`src/rtl/uart_pkg.sv`:
```
// Shared UART definitions used by the receiver, transmitter and receive buffer.
package uart_pkg;

   localparam int UART_DATA_W = 8;
   localparam int CLK_RATE    = 100000000;
   localparam int BAUD_RATE   = 9600;

   typedef logic [UART_DATA_W-1:0] uart_byte_t;

endpackage : uart_pkg

```
`src/rtl/uart_fifo_mem.sv`:
```
// Storage array for the UART receive buffer: synchronous write, asynchronous read.
// Contents are deliberately not reset; validity is tracked by the pointer logic.
module uart_fifo_mem #(
   parameter int DEPTH_LOG2 = 4,
   parameter int DATA_W     = 8
) (
   input  logic                  clk,
   input  logic                  we,
   input  logic [DEPTH_LOG2-1:0] waddr,
   input  logic [DATA_W-1:0]     wdata,
   input  logic [DEPTH_LOG2-1:0] raddr,
   output logic [DATA_W-1:0]     rdata
);

   localparam int DEPTH = 1 << DEPTH_LOG2;

   logic [DATA_W-1:0] mem_r [DEPTH];

   // Write the incoming byte into the addressed slot on a push.
   always_ff @(posedge clk) begin
      if (we) begin
         mem_r[waddr] <= wdata;
      end
   end

   assign rdata = mem_r[raddr];

endmodule : uart_fifo_mem

```
`src/rtl/uart_rx_fifo.sv`:
```
// Receive-side byte buffer behind the UART receiver.
// Captures strobed bytes into a power-of-two circular buffer and presents them
// first-word-fall-through over a valid/ready handshake, with a sticky overflow flag.
// Optional: define UART_RX_FIFO_ALMOST_FULL_EN to add the AF_LEVEL parameter and a
// registered almost_full output for RTS-style flow control.
module uart_rx_fifo
   import uart_pkg::*;
#(
   parameter int DEPTH_LOG2 = 4,
   parameter int DATA_W     = UART_DATA_W
`ifdef UART_RX_FIFO_ALMOST_FULL_EN
   ,
   parameter int AF_LEVEL   = (1 << DEPTH_LOG2) - 2
`endif
) (
   input  logic                clk,
   input  logic                reset,
   input  logic [DATA_W-1:0]   rx_data,
   input  logic                rx_strobe,
   output logic [DATA_W-1:0]   out_data,
   output logic                out_valid,
   input  logic                out_ready,
   output logic [DEPTH_LOG2:0] level,
   output logic                full,
   output logic                overflow,
   input  logic                overflow_clr
`ifdef UART_RX_FIFO_ALMOST_FULL_EN
   ,
   output logic                almost_full
`endif
);

   localparam int PTR_W = DEPTH_LOG2 + 1;
   localparam int DEPTH = 1 << DEPTH_LOG2;
   localparam logic [PTR_W-1:0] PTR_ONE   = PTR_W'(1);
   localparam logic [PTR_W-1:0] DEPTH_VAL = PTR_W'(DEPTH);

   // Pointers carry one extra MSB so full and empty are distinguishable.
   logic [PTR_W-1:0]  wr_ptr_r;
   logic [PTR_W-1:0]  rd_ptr_r;
   logic [PTR_W-1:0]  level_r;
   logic              overflow_r;

   logic [PTR_W-1:0]  wr_ptr_next_s;
   logic [PTR_W-1:0]  rd_ptr_next_s;
   logic [PTR_W-1:0]  level_next_s;
   logic              overflow_next_s;
   logic              empty_s;
   logic              full_s;
   logic              push_s;
   logic              pop_s;
   logic              drop_s;
   logic [DATA_W-1:0] head_s;

   assign empty_s = (wr_ptr_r == rd_ptr_r);
   assign full_s  = (wr_ptr_r[DEPTH_LOG2] != rd_ptr_r[DEPTH_LOG2]) &&
                    (wr_ptr_r[DEPTH_LOG2-1:0] == rd_ptr_r[DEPTH_LOG2-1:0]);

   uart_fifo_mem #(
      .DEPTH_LOG2 (DEPTH_LOG2),
      .DATA_W     (DATA_W)
   ) u_mem (
      .clk   (clk),
      .we    (push_s),
      .waddr (wr_ptr_r[DEPTH_LOG2-1:0]),
      .wdata (rx_data),
      .raddr (rd_ptr_r[DEPTH_LOG2-1:0]),
      .rdata (head_s)
   );

   // Next-state logic: handshake decode, pointer/level update and sticky overflow.
   // A pop frees a slot in the same cycle, so a full buffer still accepts a strobe then.
   always_comb begin
      pop_s           = 1'b0;
      push_s          = 1'b0;
      drop_s          = 1'b0;
      wr_ptr_next_s   = wr_ptr_r;
      rd_ptr_next_s   = rd_ptr_r;
      level_next_s    = level_r;
      overflow_next_s = overflow_r;

      pop_s  = !empty_s && out_ready;
      push_s = rx_strobe && (!full_s || pop_s);
      drop_s = rx_strobe && full_s && !pop_s;

      if (push_s) begin
         wr_ptr_next_s = wr_ptr_r + PTR_ONE;
      end else begin
         wr_ptr_next_s = wr_ptr_r;
      end

      if (pop_s) begin
         rd_ptr_next_s = rd_ptr_r + PTR_ONE;
      end else begin
         rd_ptr_next_s = rd_ptr_r;
      end

      case ({push_s, pop_s})
         2'b10:   level_next_s = level_r + PTR_ONE;
         2'b01:   level_next_s = level_r - PTR_ONE;
         2'b11:   level_next_s = level_r;
         2'b00:   level_next_s = level_r;
         default: level_next_s = level_r;
      endcase

      // A new drop outranks a coincident clear.
      if (drop_s) begin
         overflow_next_s = 1'b1;
      end else if (overflow_clr) begin
         overflow_next_s = 1'b0;
      end else begin
         overflow_next_s = overflow_r;
      end
   end

   // State registers; reset dominates all other inputs, storage is left untouched.
   always_ff @(posedge clk) begin
      if (reset) begin
         wr_ptr_r   <= {PTR_W{1'b0}};
         rd_ptr_r   <= {PTR_W{1'b0}};
         level_r    <= {PTR_W{1'b0}};
         overflow_r <= 1'b0;
      end else begin
         wr_ptr_r   <= wr_ptr_next_s;
         rd_ptr_r   <= rd_ptr_next_s;
         level_r    <= level_next_s;
         overflow_r <= overflow_next_s;
      end
   end

   // Head byte falls through; it reads as zero while the buffer is empty so that
   // stale storage never leaks out after reset.
   always_comb begin
      out_data = {DATA_W{1'b0}};
      if (!empty_s) begin
         out_data = head_s;
      end else begin
         out_data = {DATA_W{1'b0}};
      end
   end

   assign out_valid = !empty_s;
   assign level     = level_r;
   assign full      = (level_r == DEPTH_VAL) && full_s;
   assign overflow  = overflow_r;

`ifdef UART_RX_FIFO_ALMOST_FULL_EN
   localparam logic [PTR_W-1:0] AF_VAL = PTR_W'(AF_LEVEL);

   logic almost_full_r;

   // Threshold flag computed from the post-update occupancy so it lines up with level.
   always_ff @(posedge clk) begin
      if (reset) begin
         almost_full_r <= 1'b0;
      end else begin
         almost_full_r <= (level_next_s >= AF_VAL);
      end
   end

   assign almost_full = almost_full_r;
`endif

endmodule : uart_rx_fifo

```
`config.mk`:
```
export PLATFORM = sky130hd
export DESIGN_NAME = uart_rx_fifo
export DESIGN_NICKNAME = d
export VERILOG_FILES = /design/src/rtl/uart_pkg.sv /design/src/rtl/uart_fifo_mem.sv /design/src/rtl/uart_rx_fifo.sv
export SDC_FILE = /design/constraint.sdc
export NUM_CORES = 1
export LEC_CHECK = 0
export BUFFER_PORTS_ARGS = -buffer_cell sky130_fd_sc_hd__buf_2
export CAP_MARGIN = 20
export CORE_MARGIN = 3
export CORE_UTILIZATION = 40
export CTS_CLUSTER_DIAMETER = 120
export DETAILED_ROUTE_END_ITERATION = 8
export MAX_ROUTING_LAYER = met4
export PLACE_DENSITY = 0.62
export SYNTH_ARGS = -nofsm -noshare
export SYNTH_HDL_FRONTEND = slang
export SYNTH_SLANG_ARGS = --single-unit
```
`constraint.sdc`:
```
create_clock -name clk -period 3.42 [get_ports clk]
set_clock_uncertainty 0.05 [all_clocks]
set_input_delay 0.171 -clock clk [delete_from_list [all_inputs] [get_ports clk]]
set_output_delay 0.171 -clock clk [all_outputs]
set_load 0.05 [all_outputs]
```
==> results.txt, run 1 <==
Netlist cell types = 49
actual slew at the worst max-slew pin = 733 ps
Resize count post-CTS = 0
fin crit share = 0.854
root buffer cell = clkbuf_16
top cell type by total area after synthesis = edfxtp_1
Final Non-Filler Cells = 586
crit-path cells = xnor2_1 > and4_1 > buf_4 > a21boi_4 > ha_1 > ha_1 > or4b_2 > a21oi_1 > a31oi_1 > nand3_1
DRC Markers = 0
CP Launch Type = flip-flop
fraction of layout cells with a size suffix above 1 = 0.266
critical path's top delay family = simple AND/OR/NAND/NOR gates
Cell Pwr Density = 656 nW/um2
global-route wire length before repair = 18,600 um
crit path DAT = 3220 ps
Layout Utilization = 0.475
clock tree sinks = 148
syn nets = 381
sequential share of power = 0.445
Sw Share = 0.277
Fill cells = 1,250
Post-CTS Setup Repair Bufs = 0
prevailing post-synth register cell = edfxtp_1
largest net degree at the start of global routing = 33
vias per std cell = 5.51
leakage power total = 2.40 nW
Hold Fails Final Rpt = 0
setup TNS = 0 ps
initial antenna violation count = 0
Critical Path RT = 3720 ps
CTS max path bufs = 2
critical path capture point type = flip-flop
Hold EP = overflow
final net count = 413
CP Class = flip-flop to flip-flop
Layout area overhead = 14.2%
Starting Density = 0.416
register area share after synthesis = 0.689
switching power = 1.28 mW
reg2reg start = wr_ptr_r[2]
port bufs = 28
Rows = 44
GRT Overall Usage = 0.156
commonest non-fill, non-tap cell in the layout = edfxtp_1
final slew viol count = 0
CTS tree = done
Comb power frac = 0.167
Cells after Synth = 359
max_slew headroom = 0.511
Design Power = 4.61 mW
CORE AREA = 14,800 um2
Detail Route Antenna Nets = 0
HPWL Detailed = 7620 um
Int Pwr = 3.34 mW
Wirelength per Cell = 20.5 um
DP Worst Slack = 548 ps
GPL Wtd Cong = 0.833
flops & latches, synth = 148
Achievable Freq = 0.342 GHz
crit path time final = 2920 ps
clock latency on the worst-skew pair = 410 ps
max-cap violations = 0
reg2reg setup slack = 500 ps
Synth area leaders = edfxtp_1, mux4_2, dfxtp_1
Hold Crit Depth = 4
first drt pass iteration count = 4
CP max FO = 10
DRT iter0 DRCs = 194
warnings from Yosys = 0
Die Wd = 130 um
most frequent cells in the layout = edfxtp_1, mux4_2, buf_2
Post-Syn Area per Cell = 17.2 um2
Crit path top cell by count = ha_1
Die ar. = 16,900 um2
routed vias = 3,229
Antenna Cells = 0
vias in the first global route = 3,361
Post-Syn Area = 6160 um2
clock-pin slew on the worst setup and hold paths = 60 ps
dpl cells = 556
CP max-delay cell = or4b_2
Reg-to-Reg End = level[4]
CTS HTree Levels = 4
Num CTS Buffers = 17
R2R cell count = 10
FFs w/ async S/R, synth = 0
Synth top area share = 0.624
Worst Path Buf+Inv = 1
GRT overflow = 0
Post-synth EDFFs = 128
Max VDD drop = 0.000389 V
worst stage delay on the critical path = 590 ps
WL final = 12,000 um
hold path start = overflow_clr
status = completed
RSZ-0062 raised after global routing = no
Clock Power Share = 0.388
final setup vio count = 0
I/O pin cnt = 29
Worst Hold Class = primary input to flip-flop
hold_buf cts = 0
final worst slack = 500 ps
die height = 130 um
state kept, by name, summed over array words and instances, names as in the netlist, named ones only:
name         flops
overflow         1
wr_ptr_r         5
level            5
u_mem.mem_r    128
rd_ptr_r         5
area by class of cell:
class	instances	area, um2	share of cell area
repair buffers	33	178	0.0253
flip-flops and latches	148	4240	0.603
clock inverters	13	151	0.0215
clock buffers	17	425	0.0605
well taps	184	230	0.0327
multi-input cells	183	1780	0.252
inverters	8	30.0	0.00427
worst max path at each step:
stage / start / to / slack (ps) / cells after the start
final: wr_ptr_r[2] / level[4] / 500 / 10
after global routing: wr_ptr_r[2] / level[4] / 260 / 10
after CTS: wr_ptr_r[2] / level[4] / 530 / 10
after detailed placement: wr_ptr_r[2] / level[4] / 550 / 10
after global placement: wr_ptr_r[2] / level[4] / 660 / 10
after floorplan: wr_ptr_r[2] / level[2] / 720 / 15
cells by family after synthesis:
group | after synthesis | share of synthesized area
AND/OR/NAND/NOR | 82 | 0.0729
multiplexers | 42 | 0.135
AO/OA/AOI/OAI | 41 | 0.0483
flip-flops | 148 | 0.689
adder cells (fa/ha/maj) | 9 | 0.0183
buffers and inverters | 28 | 0.0227
XOR/XNOR | 9 | 0.0140
through the flow:
stage | hold slack, ps | instance area [um2]
3_3_place_gp | 454 | 6460
2_1_floorplan | 220 | 6160
5_1_grt | 27.5 | 7030
6_report | 19.8 | 7030
4_1_cts | 0.760 | 7030
3_5_place_dp | 441 | 6460
power by group through the flow:
stage | Clock, mW | Sequential (mW) | Combinational, mW
floorplan | 0 | 2.13 | 0.547
global placement | 0 | 2.09 | 0.762
detailed placement | 0 | 2.09 | 0.775
CTS | 1.82 | 2.05 | 0.777
global route | 1.91 | 2.06 | 0.826
finish | 1.79 | 2.05 | 0.769
worst min-delay path, stage by stage:
cell,delay (ps)
buf_2,100
inv_1,50
a32oi_1,50
nor2_1,70
per-layer routing:
layer | share of wire | vias up | track usage
met2 | 0.52 | 85 | 0.254
met4 | 0.014 | 0 | 0.0587
met5 | 0 | - | -
met1 | 0.43 | 1635 | 0.193
met3 | 0.037 | 14 | 0.0356
li1 | - | 1495 | -
synthesized netlist by cell type (all sizes together) (7+ instances only):
library cell,n
ha,9
buf,14
edfxtp,128
inv,8
mux4,32
nand2,11
mux2,7
and3,14
a21oi,9
dfxtp,20
nor2b,7
o22ai,16
nor2,15
nor3,10
(Power assumes the default switching activity.)
==> inputs of run 2 (changes only) <==
--- a/config.mk
+++ b/config.mk
@@ -5,14 +5,15 @@
 export SDC_FILE = /design/constraint.sdc
 export NUM_CORES = 1
 export LEC_CHECK = 0
+export ABC_CLOCK_PERIOD_IN_PS = 3420
 export BUFFER_PORTS_ARGS = -buffer_cell sky130_fd_sc_hd__buf_2
 export CAP_MARGIN = 20
 export CORE_MARGIN = 3
-export CORE_UTILIZATION = 40
+export CORE_UTILIZATION = 35
 export CTS_CLUSTER_DIAMETER = 120
 export DETAILED_ROUTE_END_ITERATION = 8
 export MAX_ROUTING_LAYER = met4
-export PLACE_DENSITY = 0.62
+export PLACE_DENSITY = 0.56
 export SYNTH_ARGS = -nofsm -noshare
 export SYNTH_HDL_FRONTEND = slang
 export SYNTH_SLANG_ARGS = --single-unit
==> results.txt, run 2 (same netlist as run 1, synthesis figures left out) <==
die height = 139 um (was 130 um)
DRC Markers = 0 (unchanged)
vias per std cell = 5.26 (was 5.51)
worst setup path startpoint = wr_ptr_r[0] (was wr_ptr_r[2])
RSZ-0062 raised after global routing = no (unchanged)
largest net degree at the start of global routing = 33 (unchanged)
reg2reg start = wr_ptr_r[0] (was wr_ptr_r[2])
Critical Path RT = 3720 ps (about the same)
max reg flops = 128 (unchanged)
clock tree sinks = 148 (unchanged)
Achievable Freq = 0.321 GHz (was 0.342 GHz)
Hold WS = 22.1 ps (was 19.8 ps)
Max VDD drop = 0.000341 V (was 0.000389 V)
max_slew headroom = 0.538 (was 0.511)
CP max FO = 15 (was 10)
CORE AREA = 16,900 um2 (was 14,800 um2)
final slew viol count = 0 (unchanged)
commonest non-fill, non-tap cell in the layout = edfxtp_1 (unchanged)
Hold Fails Final Rpt = 0 (unchanged)
post-route cell area = 7080 um2 (was 7030 um2)
end of the critical path = level[4] (unchanged)
actual slew at the worst max-slew pin = 693 ps (was 733 ps)
Wirelength per Cell = 20.3 um (was 20.5 um)
Biggest register = u_mem.mem_r (unchanged)
final setup vio count = 0 (unchanged)
Detail Route Antenna Nets = 0 (unchanged)
routed vias = 3,276 (was 3,229)
Die ar. = 19,200 um2 (was 16,900 um2)
Die Wd = 139 um (was 130 um)
clock-pin slew on the worst setup and hold paths = 60 ps (about the same)
max-cap violations = 0 (unchanged)
clock latency on the worst-skew pair = 410 ps (about the same)
Worst Hold Class = primary input to flip-flop (unchanged)
Design Power = 4.68 mW (was 4.61 mW)
R2R cell count = 10 (unchanged)
Rows = 47 (was 44)
critical path capture point type = flip-flop (unchanged)
CP Launch Type = flip-flop (unchanged)
global-route wire length before repair = 19,800 um (was 18,600 um)
status = completed (unchanged)
crit path time final = 3120 ps (was 2920 ps)
Layout area overhead = 15.0% (was 14.2%)
GPL Wtd Cong = 0.834 (was 0.833)
Antenna Cells = 0 (unchanged)
GRT Overall Usage = 0.141 (was 0.156)
Post-CTS Setup Repair Bufs = 0 (unchanged)
setup TNS = 0 ps (unchanged)
Reg-to-Reg End = level[4] (unchanged)
Cell Pwr Density = 660 nW/um2 (was 656 nW/um2)
CP Class = flip-flop to flip-flop (unchanged)
port bufs = 28 (unchanged)
vias in the first global route = 3,351 (was 3,361)
initial antenna violation count = 0 (unchanged)
hold_buf cts = 0 (unchanged)
crit path DAT = 3420 ps (was 3220 ps)
WL final = 12,700 um (was 12,000 um)
root buffer cell = clkbuf_16 (unchanged)
HPWL Detailed = 8090 um (was 7620 um)
CTS HTree Levels = 4 (unchanged)
dpl cell area = 6490 um2 (was 6460 um2)
fin crit share = 0.912 (was 0.854)
Resize count post-CTS = 0 (unchanged)
most frequent cells in the layout = edfxtp_1, mux4_2, buf_2 (unchanged)
reg2reg setup slack = 300 ps (was 500 ps)
Starting Density = 0.365 (was 0.416)
CTS tree = done (unchanged)
Num CTS Buffers = 17 (unchanged)
leakage power total = 2.40 nW (about the same)
final net count = 412 (was 413)
fraction of layout cells with a size suffix above 1 = 0.258 (was 0.266)
I/O pin cnt = 29 (unchanged)
GRT overflow = 0 (unchanged)
first drt pass iteration count = 5 (was 4)
CTS max path bufs = 2 (unchanged)
DRT iter0 DRCs = 194 (unchanged)
run 2: layout make-up:
class	instances	area, um2
Sequential cell	148	4240
Fill cell	1485	9790
Inverter	8	30.0
Clock inverter	12	153
Clock buffer	20	437
Timing Repair Buffer	32	170
Multi-Input combinational cell	183	1780
Tap cell	220	275
run 2: power breakdown:
part	internal (mW)	switching [mW]	total (mW)
combinational	0.246	0.521	0.767
clock	1.15	0.708	1.86
sequential	2.01	0.0472	2.05
total	3.40	1.28	4.68
run 2: critical path, stage by stage, from the launching register on:
cell and delay, ps:
dfxtp_1 450, xnor2_1 170, and4_1 520, a21boi_4 190, inv_1 130, ha_1 390, ha_1 270, or4b_2 590
a21oi_1 150, a31oi_1 60, nand3_1 100
run 2: how the worst min path moves through the flow:
stage / to / cells past startpoint / start / slack (ps)
floorplan: u_mem.mem_r[0][0] / 0 / rx_data[0] / 220
global placement: overflow / 4 / overflow_clr / 460
detailed placement: overflow / 2 / overflow / 430
CTS: overflow / 4 / overflow_clr / 5
global route: overflow / 4 / overflow_clr / 30
finish: overflow / 4 / overflow_clr / 20
run 2: metal layers:
metal	global-route usage	up-vias	part of all wire	wire, um
met1	0.186	1692	0.45	5750
met5	-	-	0	0
li1	-	1498	-	-
met4	0.0469	0	0.012	148
met2	0.216	75	0.49	6200
met3	0.0334	11	0.045	575
run 2: metrics by stage:
stage	instances	util	setup WS, ps
after floorplan	359	-	721
after global placement	591	0.385	504
after detailed placement	591	0.385	351
after CTS	623	0.420	342
after global routing	623	0.420	103
final	623	0.420	300
==> inputs of run 3 (changes only) <==
--- a/config.mk
+++ b/config.mk
@@ -9,11 +9,10 @@
 export BUFFER_PORTS_ARGS = -buffer_cell sky130_fd_sc_hd__buf_2
 export CAP_MARGIN = 20
 export CORE_MARGIN = 3
-export CORE_UTILIZATION = 35
+export CORE_UTILIZATION = 30
 export CTS_CLUSTER_DIAMETER = 120
 export DETAILED_ROUTE_END_ITERATION = 8
-export MAX_ROUTING_LAYER = met4
-export PLACE_DENSITY = 0.56
+export PLACE_DENSITY = 0.51
 export SYNTH_ARGS = -nofsm -noshare
 export SYNTH_HDL_FRONTEND = slang
 export SYNTH_SLANG_ARGS = --single-unit
==> results.txt, run 3 (same netlist as run 1, synthesis figures left out) <==
status = completed (unchanged)
Final Non-Filler Cells = 668 (was 623)
CTS max path bufs = 2 (unchanged)
vias in the first global route = 3,399 (was 3,351)
first drt pass iteration count = 4 (was 5)
Worst Path Buf+Inv = 1 (unchanged)
dpl cell area = 6560 um2 (was 6490 um2)
die height = 149 um (was 139 um)
Biggest register = u_mem.mem_r (unchanged)
final net count = 414 (was 412)
Num CTS Buffers = 17 (unchanged)
Antenna Cells = 0 (unchanged)
CTS tree = done (unchanged)
Achievable Freq = 0.344 GHz (was 0.321 GHz)
max-cap violations = 0 (unchanged)
GRT overflow = 0 (unchanged)
setup TNS = 0 ps (unchanged)
Die Wd = 149 um (was 139 um)
actual slew at the worst max-slew pin = 713 ps (was 693 ps)
Critical Path RT = 3670 ps (was 3720 ps)
CTS HTree Levels = 4 (unchanged)
final slew viol count = 0 (unchanged)
GPL Wtd Cong = 0.797 (was 0.834)
max_slew headroom = 0.524 (was 0.538)
dpl cells = 637 (was 591)
worst setup path startpoint = wr_ptr_r[4] (was wr_ptr_r[0])
Wirelength per Cell = 19.0 um (was 20.3 um)
port bufs = 28 (unchanged)
fin crit share = 0.849 (was 0.912)
Layout area overhead = 15.4% (was 15.0%)
clock latency on the worst-skew pair = 410 ps (about the same)
critical path's top delay family = compound AO/OA/AOI/OAI gates (was simple AND/OR/NAND/NOR gates)
leakage power total = 2.38 nW (was 2.40 nW)
RSZ-0062 raised after global routing = no (unchanged)
Fill cells = 1,875 (was 1,485)
CP max-delay cell = xnor2_2 (was or4b_2)
reg2reg start = wr_ptr_r[4] (was wr_ptr_r[0])
worst stage delay on the critical path = 390 ps (was 590 ps)
CP max FO = 15 (unchanged)
CP Class = flip-flop to flip-flop (unchanged)
Worst Hold Class = primary input to flip-flop (unchanged)
Die ar. = 22,300 um2 (was 19,200 um2)
HPWL Detailed = 8110 um (was 8090 um)
routed vias = 3,228 (was 3,276)
DP Worst Slack = 543 ps (was 351 ps)
critical path capture point type = flip-flop (unchanged)
crit path DAT = 3160 ps (was 3420 ps)
initial antenna violation count = 1 (was 0)
max reg flops = 128 (unchanged)
commonest non-fill, non-tap cell in the layout = edfxtp_1 (unchanged)
Post-CTS Setup Repair Bufs = 0 (unchanged)
Starting Density = 0.310 (was 0.365)
WL final = 12,700 um (unchanged)
Hold Fails Final Rpt = 0 (unchanged)
final setup vio count = 0 (unchanged)
clock tree sinks = 148 (unchanged)
largest net degree at the start of global routing = 33 (unchanged)
global-route wire length before repair = 19,700 um (was 19,800 um)
CORE AREA = 19,800 um2 (was 16,900 um2)
DRT iter0 DRCs = 146 (was 194)
Detail Route Antenna Nets = 0 (unchanged)
CP Launch Type = flip-flop (unchanged)
crit-path cells = xnor2_2 > nor2_4 > a21boi_4 > inv_1 > ha_1 > xor2_1 > ha_1 > a211o_1 > a21oi_1 > a211o_1 > nand3_1 (was xnor2_1 > and4_1 > a21boi_4 > inv_1 > ha_1 > ha_1 > or4b_2 > a21oi_1 > a31oi_1 > nand3_1)
I/O pin cnt = 29 (unchanged)
hold_buf cts = 1 (was 0)
hold path start = rx_strobe (was overflow_clr)
Cell Pwr Density = 636 nW/um2 (was 660 nW/um2)
root buffer cell = clkbuf_16 (unchanged)
clock-pin slew on the worst setup and hold paths = 60 ps (about the same)
vias per std cell = 4.83 (was 5.26)
GRT Overall Usage = 0.120 (was 0.141)
Max VDD drop = 0.000332 V (was 0.000341 V)
DRC Markers = 0 (unchanged)
crit path time final = 2900 ps (was 3120 ps)
Resize count post-CTS = 0 (unchanged)
final worst slack = 517 ps (was 300 ps)
post-route cell area = 7110 um2 (was 7080 um2)
fraction of layout cells with a size suffix above 1 = 0.258 (unchanged)
most frequent cells in the layout = edfxtp_1, mux4_2, buf_2 (unchanged)
Rows = 51 (was 47)
==> run 3: path summary, 6_finish.rpt <==
| kind | to | slack, ps | cells after the start |
|---|---|---|---|
| worst max-delay path | level[4] | 520 | 11 |
| worst min-delay path | overflow | 60 | 3 |
| worst max register to register | level[4] | 520 | 11 |
| worst min register to register | overflow | 440 | 2 |
==> run 3: area by class of cell <==
cell class / instances / area, um2 / area share
well taps: 265 / 332 / 0.0467
multi-input cells: 183 / 1780 / 0.250
clock buffers: 18 / 429 / 0.0604
inverters: 8 / 30.0 / 0.00423
repair buffers: 34 / 188 / 0.0264
flip-flops and latches: 148 / 4240 / 0.597
clock inverters: 12 / 109 / 0.0153
==> run 3: per-stage QoR <==
stage | hold WS, ps | power (mW) | util
after global placement | 453 | 2.86 | 0.330
final | 62.0 | 4.52 | 0.358
after detailed placement | 438 | 2.87 | 0.330
after global routing | 84.4 | 4.71 | 0.358
after floorplan | 220 | 2.68 | -
after CTS | 41.6 | 4.57 | 0.358
==> run 3: worst reg2reg max path: stages (launching register included) <==
cell,delay (ps)
dfxtp_1,360
xnor2_2,390
nor2_4,120
a21boi_4,360
inv_1,120
ha_1,340
xor2_1,190
ha_1,230
a211o_1,270
a21oi_1,200
a211o_1,120
nand3_1,50
==> run 3: power by group <==
group | internal [mW] | switching, mW | leakage, nW
logic | 0.253 | 0.512 | 0.808
registers | 2.01 | 0.0463 | 1.32
clock network | 0.992 | 0.709 | 0.254
total | 3.25 | 1.27 | 2.38
==> run 3: routing by layer <==
layer  GRT usage  wire length, um  vias up
met5           0                7        -
met4      0.0330               61        2
met3      0.0352              381        8
met2       0.194             6190       47
met1       0.160             6030     1670
li1            -                -     1501
